### src/rtl/cpu_pkg.sv
// cpu_pkg: shared CPU definitions.
//   - exe_cmd_e : execute-stage command encodings (any other code is a NOP)
//   - SR_N/SR_Z/SR_C/SR_V : bit positions inside the 4-bit status register
//   - add_ovf/sub_ovf : signed-overflow helpers that work on operand/result MSBs
package cpu_pkg;

    typedef enum logic [3:0] {
        CMD_NOP = 4'b0000,
        CMD_MOV = 4'b0001,
        CMD_ADD = 4'b0010,
        CMD_ADC = 4'b0011,
        CMD_SUB = 4'b0100,
        CMD_SBC = 4'b0101,
        CMD_AND = 4'b0110,
        CMD_ORR = 4'b0111,
        CMD_EOR = 4'b1000,
        CMD_MVN = 4'b1001
    } exe_cmd_e;

    localparam int unsigned SR_N = 3;
    localparam int unsigned SR_Z = 2;
    localparam int unsigned SR_C = 1;
    localparam int unsigned SR_V = 0;

    // Overflow on addition: operands agree in sign, result sign differs.
    function automatic logic add_ovf(input logic a_msb, input logic b_msb, input logic r_msb);
        return (a_msb == b_msb) && (r_msb != a_msb);
    endfunction

    // Overflow on subtraction: operands differ in sign, result sign differs from A.
    function automatic logic sub_ovf(input logic a_msb, input logic b_msb, input logic r_msb);
        return (a_msb != b_msb) && (r_msb != a_msb);
    endfunction

endpackage

### src/rtl/flag_gen.sv
// flag_gen: combinational ALU result and candidate NZCV flags.
// Ports:
//   exe_cmd  [3:0]       command code (cpu_pkg::exe_cmd_e, unknown codes = NOP)
//   val1     [WIDTH-1:0] operand A
//   val2     [WIDTH-1:0] operand B
//   sr_c, sr_v           registered C and V (carry-in for ADC/SBC, kept by non-arith ops)
//   alu_res  [WIDTH-1:0] operation result
//   flags    [3:0]       candidate {N,Z,C,V}
module flag_gen
    import cpu_pkg::*;
#(
    parameter int unsigned WIDTH = 32
) (
    input  logic [3:0]       exe_cmd,
    input  logic [WIDTH-1:0] val1,
    input  logic [WIDTH-1:0] val2,
    input  logic             sr_c,
    input  logic             sr_v,
    output logic [WIDTH-1:0] alu_res,
    output logic [3:0]       flags
);

    logic [WIDTH:0]   wide;
    logic [WIDTH-1:0] res;
    logic             c_flag;
    logic             v_flag;

    // Arithmetic is done one bit wider so bit WIDTH holds the carry (add)
    // or the borrow (subtract); C for subtraction is the inverted borrow.
    always_comb begin
        wide   = '0;
        res    = '0;
        c_flag = sr_c;
        v_flag = sr_v;
        case (exe_cmd)
            CMD_MOV: res = val2;
            CMD_MVN: res = ~val2;
            CMD_ADD, CMD_ADC: begin
                wide = {1'b0, val1} + {1'b0, val2};
                if (exe_cmd == CMD_ADC) begin
                    wide = wide + {{WIDTH{1'b0}}, sr_c};
                end
                res    = wide[WIDTH-1:0];
                c_flag = wide[WIDTH];
                v_flag = add_ovf(val1[WIDTH-1], val2[WIDTH-1], res[WIDTH-1]);
            end
            CMD_SUB, CMD_SBC: begin
                wide = {1'b0, val1} - {1'b0, val2};
                if (exe_cmd == CMD_SBC) begin
                    wide = wide - {{WIDTH{1'b0}}, ~sr_c};
                end
                res    = wide[WIDTH-1:0];
                c_flag = ~wide[WIDTH];
                v_flag = sub_ovf(val1[WIDTH-1], val2[WIDTH-1], res[WIDTH-1]);
            end
            CMD_AND: res = val1 & val2;
            CMD_ORR: res = val1 | val2;
            CMD_EOR: res = val1 ^ val2;
            default: res = '0;
        endcase
    end

    always_comb begin
        alu_res       = res;
        flags         = '0;
        flags[SR_N]   = res[WIDTH-1];
        flags[SR_Z]   = (res == '0);
        flags[SR_C]   = c_flag;
        flags[SR_V]   = v_flag;
    end

endmodule

### src/rtl/status_flag_unit.sv
// status_flag_unit: ALU status register (NZCV) with update priority and optional bypass.
// Ports:
//   clk, rst            clock, synchronous active-high reset
//   exe_cmd [3:0]       command code; val1/val2 [WIDTH-1:0] operands
//   s_en                request flag update from current operation
//   freeze              stall: blocks every SR write
//   flush               cancels the current operation's flag update
//   sr_wr_en, sr_wr_data[3:0]  direct SR write, wins over s_en
//   alu_res [WIDTH-1:0] combinational result
//   sr [3:0]            registered {N,Z,C,V}
//   sr_upd              high the cycle after an accepted SR write
//   sr_fwd [3:0]        with SR_BYPASS_EN defined: next-SR value (same cycle);
//                       otherwise equal to sr (registered only)
module status_flag_unit
    import cpu_pkg::*;
#(
    parameter int unsigned WIDTH = 32
) (
    input  logic             clk,
    input  logic             rst,
    input  logic [3:0]       exe_cmd,
    input  logic [WIDTH-1:0] val1,
    input  logic [WIDTH-1:0] val2,
    input  logic             s_en,
    input  logic             freeze,
    input  logic             flush,
    input  logic             sr_wr_en,
    input  logic [3:0]       sr_wr_data,
    output logic [WIDTH-1:0] alu_res,
    output logic [3:0]       sr,
    output logic             sr_upd,
    output logic [3:0]       sr_fwd
);

    logic [3:0] sr_q, sr_d;
    logic       sr_upd_q, sr_upd_d;
    logic [3:0] flags;

    // Carry-in comes from the registered SR only, so there is no loop
    // through the next-state logic.
    flag_gen #(
        .WIDTH(WIDTH)
    ) u_flag_gen (
        .exe_cmd (exe_cmd),
        .val1    (val1),
        .val2    (val2),
        .sr_c    (sr_q[SR_C]),
        .sr_v    (sr_q[SR_V]),
        .alu_res (alu_res),
        .flags   (flags)
    );

    always_comb begin
        sr_d     = sr_q;
        sr_upd_d = 1'b0;
        if (freeze) begin
            sr_d = sr_q;
        end else if (sr_wr_en) begin
            sr_d     = sr_wr_data;
            sr_upd_d = 1'b1;
        end else if (s_en && !flush) begin
            sr_d     = flags;
            sr_upd_d = 1'b1;
        end
    end

    always_ff @(posedge clk) begin
        if (rst) begin
            sr_q     <= '0;
            sr_upd_q <= 1'b0;
        end else begin
            sr_q     <= sr_d;
            sr_upd_q <= sr_upd_d;
        end
    end

    assign sr     = sr_q;
    assign sr_upd = sr_upd_q;

`ifdef SR_BYPASS_EN
    // Reset is folded in here because sr_d itself leaves reset to the register.
    assign sr_fwd = rst ? 4'b0000 : sr_d;
`else
    assign sr_fwd = sr_q;
`endif

endmodule

### config.mk
export PLATFORM = sky130hd
export DESIGN_NAME = status_flag_unit
export DESIGN_NICKNAME = d
export VERILOG_FILES = /design/src/rtl/cpu_pkg.sv /design/src/rtl/flag_gen.sv /design/src/rtl/status_flag_unit.sv
export SDC_FILE = /design/constraint.sdc
export NUM_CORES = 1
export LEC_CHECK = 0
export CORE_MARGIN = 2
export CORE_UTILIZATION = 30
export DETAILED_ROUTE_END_ITERATION = 6
export PLACE_DENSITY = 0.46
export SYNTH_ARGS = -nofsm -noshare
export SYNTH_HDL_FRONTEND = slang
export SYNTH_HIERARCHICAL = 1
export SYNTH_SLANG_ARGS = --single-unit
### constraint.sdc
create_clock -name clk -period 8.5 [get_ports clk]
set_input_delay 1.7 -clock clk [delete_from_list [all_inputs] [get_ports clk]]
set_output_delay 1.7 -clock clk [all_outputs]
set_load 0.01 [all_outputs]
==> results of run 1 <==
metrics by stage:
step | setup WS [ps] | instance area [um^2]
6_report | 273 | 10000
5_1_grt | 16.3 | 10000
4_1_cts | 80.3 | 9960
3_5_place_dp | 94.2 | 9890
3_3_place_gp | 65.9 | 9890
2_1_floorplan | 1240 | 8000
synth_stat cells, drive strengths merged, types with 7 or more instances:
| cell | n |
|---|---|
| nor3 | 34 |
| nand4 | 12 |
| buf | 29 |
| and2 | 16 |
| o221ai | 10 |
| a22oi | 10 |
| nor2 | 120 |
| a31oi | 7 |
| nand2b | 11 |
| xnor2 | 76 |
| a221o | 8 |
| a221oi | 17 |
| o21bai | 9 |
| a21o | 17 |
| xor2 | 23 |
| o31ai | 16 |
| mux2i | 8 |
| ha | 104 |
| and3 | 9 |
| nand3 | 27 |
| or4 | 11 |
| a211o | 12 |
| a211oi | 21 |
| o21a | 7 |
| nor2b | 21 |
| o211ai | 30 |
| or2 | 11 |
| o22ai | 9 |
| a21oi | 88 |
| nor4 | 35 |
| clkbuf | 37 |
| o21ai | 63 |
| inv | 99 |
| or3 | 14 |
| nand2 | 98 |
metal layers:
layer	track usage [%]	vias up	wire (um)
met4	3.40	0	454
met1	33.8	4435	16000
li1	-	4652	-
met3	1.73	29	2150
met5	0	-	0
met2	36.7	347	14700
cells by family after synthesis:
logic type / after synthesis
flip-flops: 5
AND/OR/NAND/NOR: 439
AO/OA/AOI/OAI: 370
multiplexers: 12
adder cells (fa/ha/maj): 106
buffers and inverters: 166
XOR/XNOR: 99
registers in the layout (all words and copies together), names as in the netlist:
signal,cells
sr,4
sr_upd,1
final cells by class:
cell class	instances	area, um^2
multi-input cells	1026	7270
fillers	2810	16100
flip-flops and latches	5	100
clock buffers	4	78.8
repair buffers	198	1780
inverters	100	375
well taps	335	419
final timing paths:
path                            from                  to  slack [ps]  cells past startpoint
hold / removal    sr[3]$_SDFFE_PP0P_  sr[3]$_SDFFE_PP0P_         620                      2
setup / recovery             val2[5]         alu_res[30]         270                     15
hold reg to reg   sr[3]$_SDFFE_PP0P_  sr[3]$_SDFFE_PP0P_         620                      2
setup reg to reg  sr[1]$_SDFFE_PP0P_  sr[2]$_SDFFE_PP0P_        3630                     17
worst reg2reg max path, cell delays in order (launching register included):
cell	delay [ps]
dfxtp_1	420
ha_1	240
ha_1	170
nand2_1	70
or3_1	360
or3_4	380
xor2_1	170
a221o_1	360
or4_1	530
a211o_1	260
or4_1	430
or4_1	490
nor4_2	150
nand4_1	200
nor4_2	240
mux2i_1	100
nor2_1	90
mux2_2	150
repair_timing:
item / in CTS / in global routing
resized for setup: 0 / 11
setup endpoints to repair: 0 / 6
buffers inserted: 0 / 2
where the power goes:
group / switching, mW / leakage (nW) / internal, mW
Clock: 0.0158 / 0.0382 / 0.0622
Sequential: 0.00108 / 0.0409 / 0.0249
Combinational: 0.453 / 4.04 / 0.319
Total: 0.470 / 4.12 / 0.406
cells in the final DEF (no fill, tap or decap), drive strengths merged, types with 8 or more instances in the layout:
cell type	instances
clkdlybuf4s50	118
or4	11
a211oi	21
o31ai	16
nand3	27
or3	14
a211o	12
nor2b	21
buf	80
a221oi	17
o221ai	10
nand2	98
o21bai	9
xnor2	76
o22ai	9
ha	104
nor4	35
mux2i	8
or2	11
a22oi	10
and2	16
nand2b	11
o211ai	30
nor3	34
o21ai	63
a21o	17
xor2	23
a221o	8
inv	99
nand4	12
a21oi	88
and3	9
nor2	120
==> flow_metrics.tcl, run 1 <==
set metrics [dict create \
    worst_setup_path_end_kind "primary output" \
    drt_drc_violations_left 12 \
    status "complete, but fails checks" \
    critPathKind "in2out" \
    vias_per_cell 5.67 \
    syn_inst 1197 \
    holdWs_ps 624 \
    yosys_register_bits 5 \
    numCtsBuffers 3 \
    io_buffers 118 \
    cp_max_fo 6 \
    power.leakage_nw 4.12 \
    clockRootBuffer "clkbuf_16" \
    wl_per_cell_um 19.9 \
    irDropWorstVdd_mv 0.0457 \
    placed_cells_incl_taps 1662 \
    utilization_pct 38.4 \
    slew_viol_final 0 \
    antenna_found_initial 0 \
    syn_area_um2 8000 \
    cpPeakStageDelay_ps 550 \
    crit_buf_inv 4 \
    hold_class "reg2reg" \
    syn_nets 1381 \
    die_w_um 167 \
    area_delta_synth_final_pct 25.4 \
    fin_nets 1518 \
    timing.final.crit_share_pct 96.8 \
    synth_fa_ha_area_share_pct 16.8 \
    hpwl_um 27800 \
    grt_pass1_wl_um 51200 \
    synthXorXnorAreaFrac_pct 10.8 \
    design.die.area_um2 28000 \
    critPathArrivalTime_ps 6530 \
    synth-simple-area-share_pct 28.4 \
    synthTopCellsByArea "ha_1 (16%), xnor2_1 (8.3%), nor2_1 (5.6%)" \
    synth_edf_count 0 \
    wirelength_um 33300 \
    die_y_um 167 \
    diodes 0 \
    grt.overflow.total 0 \
    final-setup-viol-count 0 \
    totalPowerFinal_mw 0.877 \
    rsz0062_at_grt "false" \
    ys_seq_area_share_pct 1.25 \
    slew_headroom_pct 28.3 \
    drtIter0Drc 800 \
    violations "design-rule violations" \
    final_cells 1668 \
    cts.sinks 5 \
    postCtsHoldBufs 0 \
    fin_setup_tns_ps 0 \
    clkSlewWorstSetupHoldPaths_ps 30 \
    drive_above_1_share_pct 10.1 \
    synth_top_area_share_pct 16.3 \
    vias 9463 \
    start_kind "input pin" \
    track_usage_pct 22.8 \
    required_ps 6800 \
    std_cell_rows 59 \
    ys.flop_type "dfxtp_1" \
    first_global_vias 8810 \
    hold_violations 0 \
    yosysUniqueCellTypes 90 \
    power_per_cell_area_nw_per_um2 87.4 \
    grt_max_degree 30 \
    start_util_pct 30.6 \
    crit_chain "clkdlybuf4s50_1 -> inv_1 -> ha_1 -> inv_2 -> a21oi_1 -> a31oi_1 -> xnor2_1 -> nand4b_1 -> nor4_2 -> and2_1 -> nand3_1 -> or4_1 -> a31oi_1 -> o21ai_1 -> clkdlybuf4s50_1" \
    io_pins 119 \
    dr.pass1.iters 7 \
    core_um2 26100 \
    synth-async-reset-ratio_pct 0 \
    synth.avg_cell_area_um2 6.68 \
    yosys.area.top_type "ha_1" \
    min_period_ps 8230 \
    maxCapViolCount 0 \
    synth_top_family_by_area "compound AO/OA/AOI/OAI gates" \
    synth_mux_area_share_pct 1.56 \
    cp_top_family "simple AND/OR/NAND/NOR gates" \
    place.gp.congestion 0.925 \
    clock_path_buffers 2 \
    cts_tree "yes" \
    fmax_mhz 122 \
    synth-compound-area-share_pct 32.7 \
    skew_ps 0.270 \
    yosys_warnings 6 \
    drtAntennaViolNets 0 \
    tightest_slew_ps 1070 \
    cp_slowest_cell "a21oi_1" \
    insertion_delay_ps 230 \
    htreeDepth 1 \
]
Power figures use the tool's default switching activity.
==> run 2, diff against run 1 <==
Settings changed: CAP_MARGIN from default to 20.
==> results of run 2 <==
No change in the layout: final DEF, timing and power equal those of run 1.
==> run 3, diff against run 2 <==
Settings changed: SKIP_CTS_REPAIR_TIMING from default to 1.
Clock period 8.5 ns to 10.3 ns, I/O delays scaled along.
==> run 3 against run 2 <==
  * The flow still finishes with violations (design-rule violations)
  * Flip-flop and latch count is the same
  * Largest power group unchanged
  * Sequential share of layout area grew 0.055 points
  * Combinational power shrank 23%
  * Via count shrank 2.8%
  * Highest routed layer unchanged
  * Cell area shrank 5.2%
  * First-iteration DRC count grew 10%
  * Wire length shrank 2.4%
  * Sequential power shrank 18%
==> flow_metrics.tcl, run 3 (synthesis gave the netlist of run 1 again) <==
set metrics [dict create \
    status "complete, but fails checks" \
    violations "design-rule violations" \
    cts.sinks 5 \
    die_y_um 167 \
    drtIter0Drc 882 \
    hold_class "reg2reg" \
    cp_max_fo 8 \
    critPathArrivalTime_ps 7510 \
    vias_per_cell 5.73 \
    dr.pass1.iters 7 \
    required_ps 8240 \
    first_global_vias 8515 \
    hold_start "sr[2]$_SDFFE_PP0P_" \
    final_area_um2 9510 \
    grt_pass1_wl_um 49600 \
    fin_setup_tns_ps 0 \
    io_pins 119 \
    grt.overflow.total 0 \
    skew_ps 3.19 \
    die_w_um 167 \
    timing.final.crit_share_pct 92.9 \
    placed_area_um2 9430 \
    drtAntennaViolNets 0 \
    maxCapViolCount 0 \
    cts_tree "yes" \
    place.gp.congestion 0.899 \
    largest_reg_flops 4 \
    tightest_slew_ps 819 \
    critPathKind "in2out" \
    drt_drc_violations_left 10 \
    antenna_found_initial 0 \
    power.leakage_nw 3.81 \
    placed_cells_incl_taps 1600 \
    clock_path_buffers 2 \
    final_cells 1604 \
    wl_per_cell_um 20.2 \
    crit_path_start "val2[0]" \
    power_per_cell_area_nw_per_um2 71.9 \
    irDropWorstVdd_mv 0.0385 \
    worst_setup_path_end_kind "primary output" \
    final_cell_mix "clkdlybuf4s50_1 (118), nor2_1 (117), ha_1 (104)" \
    rsz0062_at_grt "false" \
    hpwl_um 26600 \
    wirelength_um 32400 \
    slew_viol_final 0 \
    htreeDepth 1 \
    nFillCells 2869 \
    grt_max_degree 30 \
    diodes 0 \
    slew_headroom_pct 45.0 \
    insertion_delay_ps 230 \
    hold_violations 0 \
    min_period_ps 9570 \
    layout_commonest_cell "clkdlybuf4s50_1" \
    holdWs_ps 631 \
    std_cell_rows 59 \
    io_buffers 118 \
    start_util_pct 30.6 \
    drive_above_1_share_pct 4.96 \
    design.die.area_um2 28000 \
    start_kind "input pin" \
    clkSlewWorstSetupHoldPaths_ps 30 \
    finalWorstSetupSlack_ps 731 \
    numCtsBuffers 3 \
    clockRootBuffer "clkbuf_16" \
    fin_nets 1454 \
    final-setup-viol-count 0 \
    pre_cts_ws_ps 734 \
    core_um2 26100 \
    track_usage_pct 22.0 \
    vias 9197 \
    fmax_mhz 105 \
    rr_startpoint "sr[1]$_SDFFE_PP0P_" \
    area_delta_synth_final_pct 18.8 \
]
-- run 3: changes by cell type in the layout (fill, tap and decap cells not counted), sizes merged --
cell,previous run,this run
buf,80,16
clkinv,1,2
clkbuf,4,3
-- run 3: final timing paths --
path | to | depth (start not counted) | slack (ps)
setup reg to reg | sr[2]$_SDFFE_PP0P_ | 17 | 5430
setup / recovery | alu_res[31] | 17 | 730
hold reg to reg | sr[2]$_SDFFE_PP0P_ | 2 | 630
hold / removal | sr[2]$_SDFFE_PP0P_ | 2 | 630
-- run 3: report_power, final --
part / internal, mW / switching [mW] / total, mW
registers: 0.0205 / 0.000879 / 0.0214
logic: 0.234 / 0.362 / 0.596
clock network: 0.0509 / 0.0148 / 0.0656
-- run 3: critical path: stages --
cell and delay [ps]:
clkdlybuf4s50_1 540, ha_1 240, inv_1 70, fa_1 400
nand2b_1 200, a2111o_1 530, a211oi_1 420, nor3_1 120
nor3_2 300, nand4b_1 260, or4_1 630, and4bb_1 350
nand3_1 100, nor4_2 180, xor2_1 130, o21ai_0 360
clkdlybuf4s50_1 620
-- run 3: per-stage QoR --
stage	total power [mW]	util, %
after CTS	0.678	36.4
after detailed placement	0.609	36.1
after global routing	0.738	36.4
after global placement	0.610	36.1
after floorplan	0.411	-
final	0.683	36.4
-- run 3: final cells by class --
cell class                      count  area, um^2  share of cell area [%]
Sequential cell                     5         100                    1.05
Clock buffer                        3        75.1                   0.790
Tap cell                          335         419                    4.41
Clock inverter                      1        5.00                  0.0527
Multi-Input combinational cell   1026        7230                    76.1
Timing Repair Buffer              134        1300                    13.7
Inverter                          100         375                    3.95
-- run 3: layer usage --
| layer | global-route usage, % | share of wire (%) | vias up |
|---|---|---|---|
| met5 | 0 | 0 | - |
| met4 | 3.33 | 1.4 | 0 |
| met3 | 1.65 | 5.4 | 32 |
| met2 | 35.3 | 44 | 305 |
| met1 | 32.7 | 49 | 4337 |
| li1 | - | - | 4523 |
==> patch 1, RTL diff (config.mk and constraints of run 1) <==
Register the output `alu_res`, without a reset; this adds one clock of latency there. The other outputs are not delayed to match. Comments in the files are not updated.
--- a/src/rtl/status_flag_unit.sv
+++ b/src/rtl/status_flag_unit.sv
@@ -33,4 +33,6 @@
 );
 
+    logic [WIDTH-1:0] alu_res_d;
+
     logic [3:0] sr_q, sr_d;
     logic       sr_upd_q, sr_upd_d;
@@ -47,5 +49,5 @@
         .sr_c    (sr_q[SR_C]),
         .sr_v    (sr_q[SR_V]),
-        .alu_res (alu_res),
+        .alu_res (alu_res_d),
         .flags   (flags)
     );
@@ -85,4 +87,8 @@
 `endif
 
+    always_ff @(posedge clk) begin
+        alu_res <= alu_res_d;
+    end
+
 endmodule
 
Check against the original RTL: not equivalent (a bounded check fails within 4 cycles, from zero or initial values and one cycle with rst high).
==> patch 1 against run 1 <==
Die area increased by 7.8%; power grew 26%; final area grew 2.1%; register-to-register slack better by 0.03 ns; sequential cell count rose by 32; non-clock buffer count down 69; synthesized area increased by 8.0%; sequential share of layout area grew 6.2 points; clock power increased by 130%; setup slack gained 0.86 ns; count of clock-buffer cells in the layout increased by 1; global-route usage is 1.6 points lower; first-iteration DRC count decreased by 18%; routed wire length shrank 0.19%; critical path type is now in2reg; largest power group unchanged; highest routed layer unchanged.
==> patch 1: results (changes against run 1) <==
Placement
  – Final Wtd Congestion: 0.9300 (+0.59%)
  – Pre-CTS setup slack: 0.9378 ns (+0.8437 ns)
  – HPWL after DPL: 27.06 mm (-2.5%)
  – Placed Cells: 1676 (+0.84%)

Worst setup path
  – CP arrival: 7.59 ns (+1.06 ns)
  – Largest stage delay on the critical path: 0.58 ns (+0.03 ns)
  – Worst path slowest cell: a211oi_1
  – Crit path max fanout: 8 (+2)

Detailed routing
  – Routed len/inst: 19.71 um (-1.1%)
  – 1st-pass router iterations: 5 (-2)
  – Final wirelength: 33.19 mm (-0.19%)
  – DR iter-0 viols: 658 (-18%)
  – Vias per inst: 5.557 (-2.0%)

Run status
  – Status: completed

Cells and area
  – Area delta synth->final: 18.51%
  – Ratio of cells with drive above 1 in the final layout: 4.846% (-5.3 points)
  – Layout net count: 1483 (-2.3%)
  – Fillers: 3142 (+12%)
  – Max reg flops: 32 (+28)

CTS
  – Worst skew pair latency: 0.28 ns (+0.05 ns)
  – Hold buffers post-CTS: 0 (unchanged)
  – Htree depth: 2 (+1)
  – CTS buffer count: 5 (+2)
  – Clk slew on worst S/H paths: 0.05 ns (+0.02 ns)

GRT
  – Tot GR Track Use: 21.19% (-1.6 points)
  – First-pass GRT wire length: 51.20 mm (about the same)
  – Vias in the first global route: 8823 (+0.15%)
  – Initial antenna violation count: 0 (unchanged)

Pwr
  – Worst vdd ir: 0.07560 mV (+66%)
  – P_leak: 4.086 nW (-0.75%)
  – Internal power: 0.0005884 W (+45%)

Synthesis
  – Yosys warning count: 6 (unchanged)
  – Main synth FF type: dfxtp_1
  – Post-Syn Instances: 1229 (+2.7%)
  – Syn nets: 1413 (+2.3%)
  – Synth cell types: 90 (unchanged)
  – Seq/Total Area, Yosys: 8.572% (+7.3 points)
  – Top cells by area, synth: ha_1 15%, dfxtp_1 8.6%, xnor2_1 7.7%

STA
  – Clock skew: 0.003998 ns (+0.003729 ns)
  – Actual slew at the worst max-slew pin: 1.201 ns (+0.1283 ns)
-- patch 1: cell count changes after synthesis --
cell	before	now
dfxtp_1	5	37
-- patch 1: layout make-up --
class / instances / share of cell area, %
clock buffers: 5 / 1.222
repair buffers: 129 / 12.34
well taps: 384 / 4.692
flip-flops and latches: 37 / 7.234
multi-input cells: 1026 / 70.63
inverters: 100 / 3.666
clock inverters: 3 / 0.2199
-- patch 1: tightest hold or removal path, delay by kind of cell (launching register included) --
kind,cells,cell delay [ns]
DFF,1,0.33
muxes,1,0.14
and+or+nand+nor,1,0.13
-- patch 1: worst paths after layout --
kind / end / startpoint / slack [ns] / depth (start not counted)
setup reg to reg: sr[2] / sr[1] / 3.66 / 17
hold / removal: sr[3] / sr[3] / 0.64 / 2
setup / recovery: sr[2] / val2[0] / 1.13 / 19
hold reg to reg: sr[3] / sr[3] / 0.64 / 2
-- patch 1: power by group through the flow --
stage               sequential (W)  combinational [W]  clock (W)
finish                    0.000203           0.000721   0.000182
global route              0.000206           0.000785   0.000193
CTS                       0.000204           0.000713   0.000187
detailed placement        0.000207           0.000710          0
global placement          0.000207           0.000711          0
floorplan                 0.000219           0.000457          0
-- patch 1: kinds of logic after synthesis --
logic type                 after synthesis  share of synthesized area [%]
buffers and inverters                  166                          7.935
AOI/OAI and AO/OA                      370                          30.23
DFF                                     37                          8.572
xor gates and xnor gates                99                          10.03
muxes                                   12                          1.448
and+or+nand+nor                        439                          26.25
adders and majority gates              106                          15.52
-- patch 1: per-layer routing --
metal | global-route usage (%) | vias up | wire, um
li1 | - | 4613 | -
met1 | 31.23 | 4470 | 16870
met2 | 33.98 | 255 | 14380
met3 | 2.500 | 20 | 1668
met4 | 2.311 | 0 | 268
met5 | 0 | - | 0
==> patch 2, RTL diff (flow settings as in run 1) <==
Made on the original files. `WIDTH` is set to 32 in 2 places; all go to 64.
--- a/src/rtl/flag_gen.sv
+++ b/src/rtl/flag_gen.sv
@@ -10,5 +10,5 @@
     import cpu_pkg::*;
 #(
-    parameter int unsigned WIDTH = 32
+    parameter int unsigned WIDTH = 64
 ) (
     input  logic [3:0]       exe_cmd,
--- a/src/rtl/status_flag_unit.sv
+++ b/src/rtl/status_flag_unit.sv
@@ -15,5 +15,5 @@
     import cpu_pkg::*;
 #(
-    parameter int unsigned WIDTH = 32
+    parameter int unsigned WIDTH = 64
 ) (
     input  logic             clk,
Ports: changed (resized alu_res, val1 and val2); port bits go from 119 to 215. The function was not compared with the original's and may differ.
==> patch 2 against run 1 <==
Combinational power rose to 3.4 times the old value; critical endpoint is now alu_res[63]; the flow finishes with violations (design-rule violations, negative setup slack); final area grew to 3.0 times the old value; routed wire length grew to 3.4 times the old value; power grew to 3.2 times the old value; clock power is 1% lower; cell count rose to 2.8 times the old value; highest routed layer unchanged; count of clock-buffer cells in the layout is the same; sequential share of layout area shrank 0.67 points; setup slack lost 0.35 ns; synthesized area grew 130%; fmax decreased by 4.1%; sequential cell count is the same; largest power group unchanged; clock skew is 0.00066 ns higher.
==> patch 2: results (changes against run 1) <==
Synthesis
  – Seq/Total Area, Yosys: 0.5550% (-0.70 points)
  – Syn_area_per_cell: 6.527 um^2 (-2.3%)

Detailed routing
  – Vias per inst: 5.695 (+0.38%)
  – DR WL met3: 7.901 mm (+270%)
  – Vias: 26690 (+180%)
  – DR DRC count: 1 (-11)

GRT
  – Grt met3 use: 3.354% (+1.6 points)
  – Vias in the first global route: 25620 (+190%)
  – Tot GR Track Use: 34.59% (+12 points)

Run status
  – Failing checks: design-rule violations, negative setup slack
  – Status: finished with violations

Pwr
  – P_leak: 13.61 nW (+230%)
  – Worst vdd ir: 0.04963 mV (+8.7%)
  – PD cells: 91.93 nW/um^2 (+5.2%)

Placement
  – IO buf count: 214 (+81%)
  – Placed cell area: 28290 um^2 (+190%)

STA
  – Final setup viols: 1 (+1)
  – Actual slew at the worst max-slew pin: 1.036 ns (-0.03703 ns)
  – Setup ws final: -0.07779 ns (-0.3511 ns)
  – Setup TNS: -0.07779 ns (-0.07779 ns)

Cells and area
  – Fillers: 6084 (+120%)
  – Non-clk buf share: 34.76% (+17 points)
  – Multi-input comb cells: 2393 (+130%)

Worst setup path
  – CP arrival: 6.88 ns (+0.35 ns)
  – Crit path max fanout: 10 (+4)
[patch 2: cell count changes after synthesis, sizes merged, moves of 82 or more]
| cell | run 1 | this run |
|---|---|---|
| nand2 | 98 | 258 |
| a21oi | 88 | 238 |
| nor2 | 120 | 238 |
| inv | 99 | 205 |
| o21ai | 63 | 166 |
| ha | 104 | 196 |
| xor2 | 23 | 105 |
[patch 2: worst max-delay path, stage by stage]
cell,delay [ns]
clkdlybuf4s50_1,0.49
inv_1,0.09
ha_4,0.28
buf_4,0.14
buf_12,0.14
buf_6,0.14
nand2_2,0.09
buf_4,0.15
o21ai_2,0.15
buf_4,0.14
o211ai_1,0.08
buf_4,0.16
a31o_4,0.25
and3_4,0.19
nor4b_4,0.35
and4_4,0.30
nand4_4,0.09
or4_4,0.52
or3_4,0.38
nor3_4,0.20
xnor2_1,0.10
a221o_1,0.41
dlygate4sd2_1,0.30
[patch 2: logic make-up after synthesis]
logic type | after synthesis | synth area share [%]
simple gates | 1053 | 31.07
mux | 19 | 1.096
xor+xnor | 254 | 12.46
fa+ha+maj | 198 | 13.82
buf+inv | 365 | 8.325
flops | 5 | 0.5550
compound gates | 869 | 32.67
[patch 2: timing repair]
action,4_1_cts,5_1_grt
resized for setup,131,176
setup buffers,18,33
pin swaps,33,70
setup endpoints to repair,38,39
[patch 2: path summary, 6_finish.rpt]
kind,to,slack [ns],start,cells past startpoint
max,alu_res[63],-0.08,val2[6],23
min,sr[2],0.64,sr[2],2
max reg2reg,sr[2],2.82,sr[1],24
min reg2reg,sr[2],0.64,sr[2],2
[patch 2: power by group]
part           internal (W)  switching, W
sequential        0.0000249    0.00000126
combinational       0.00122       0.00144
clock             0.0000621     0.0000150
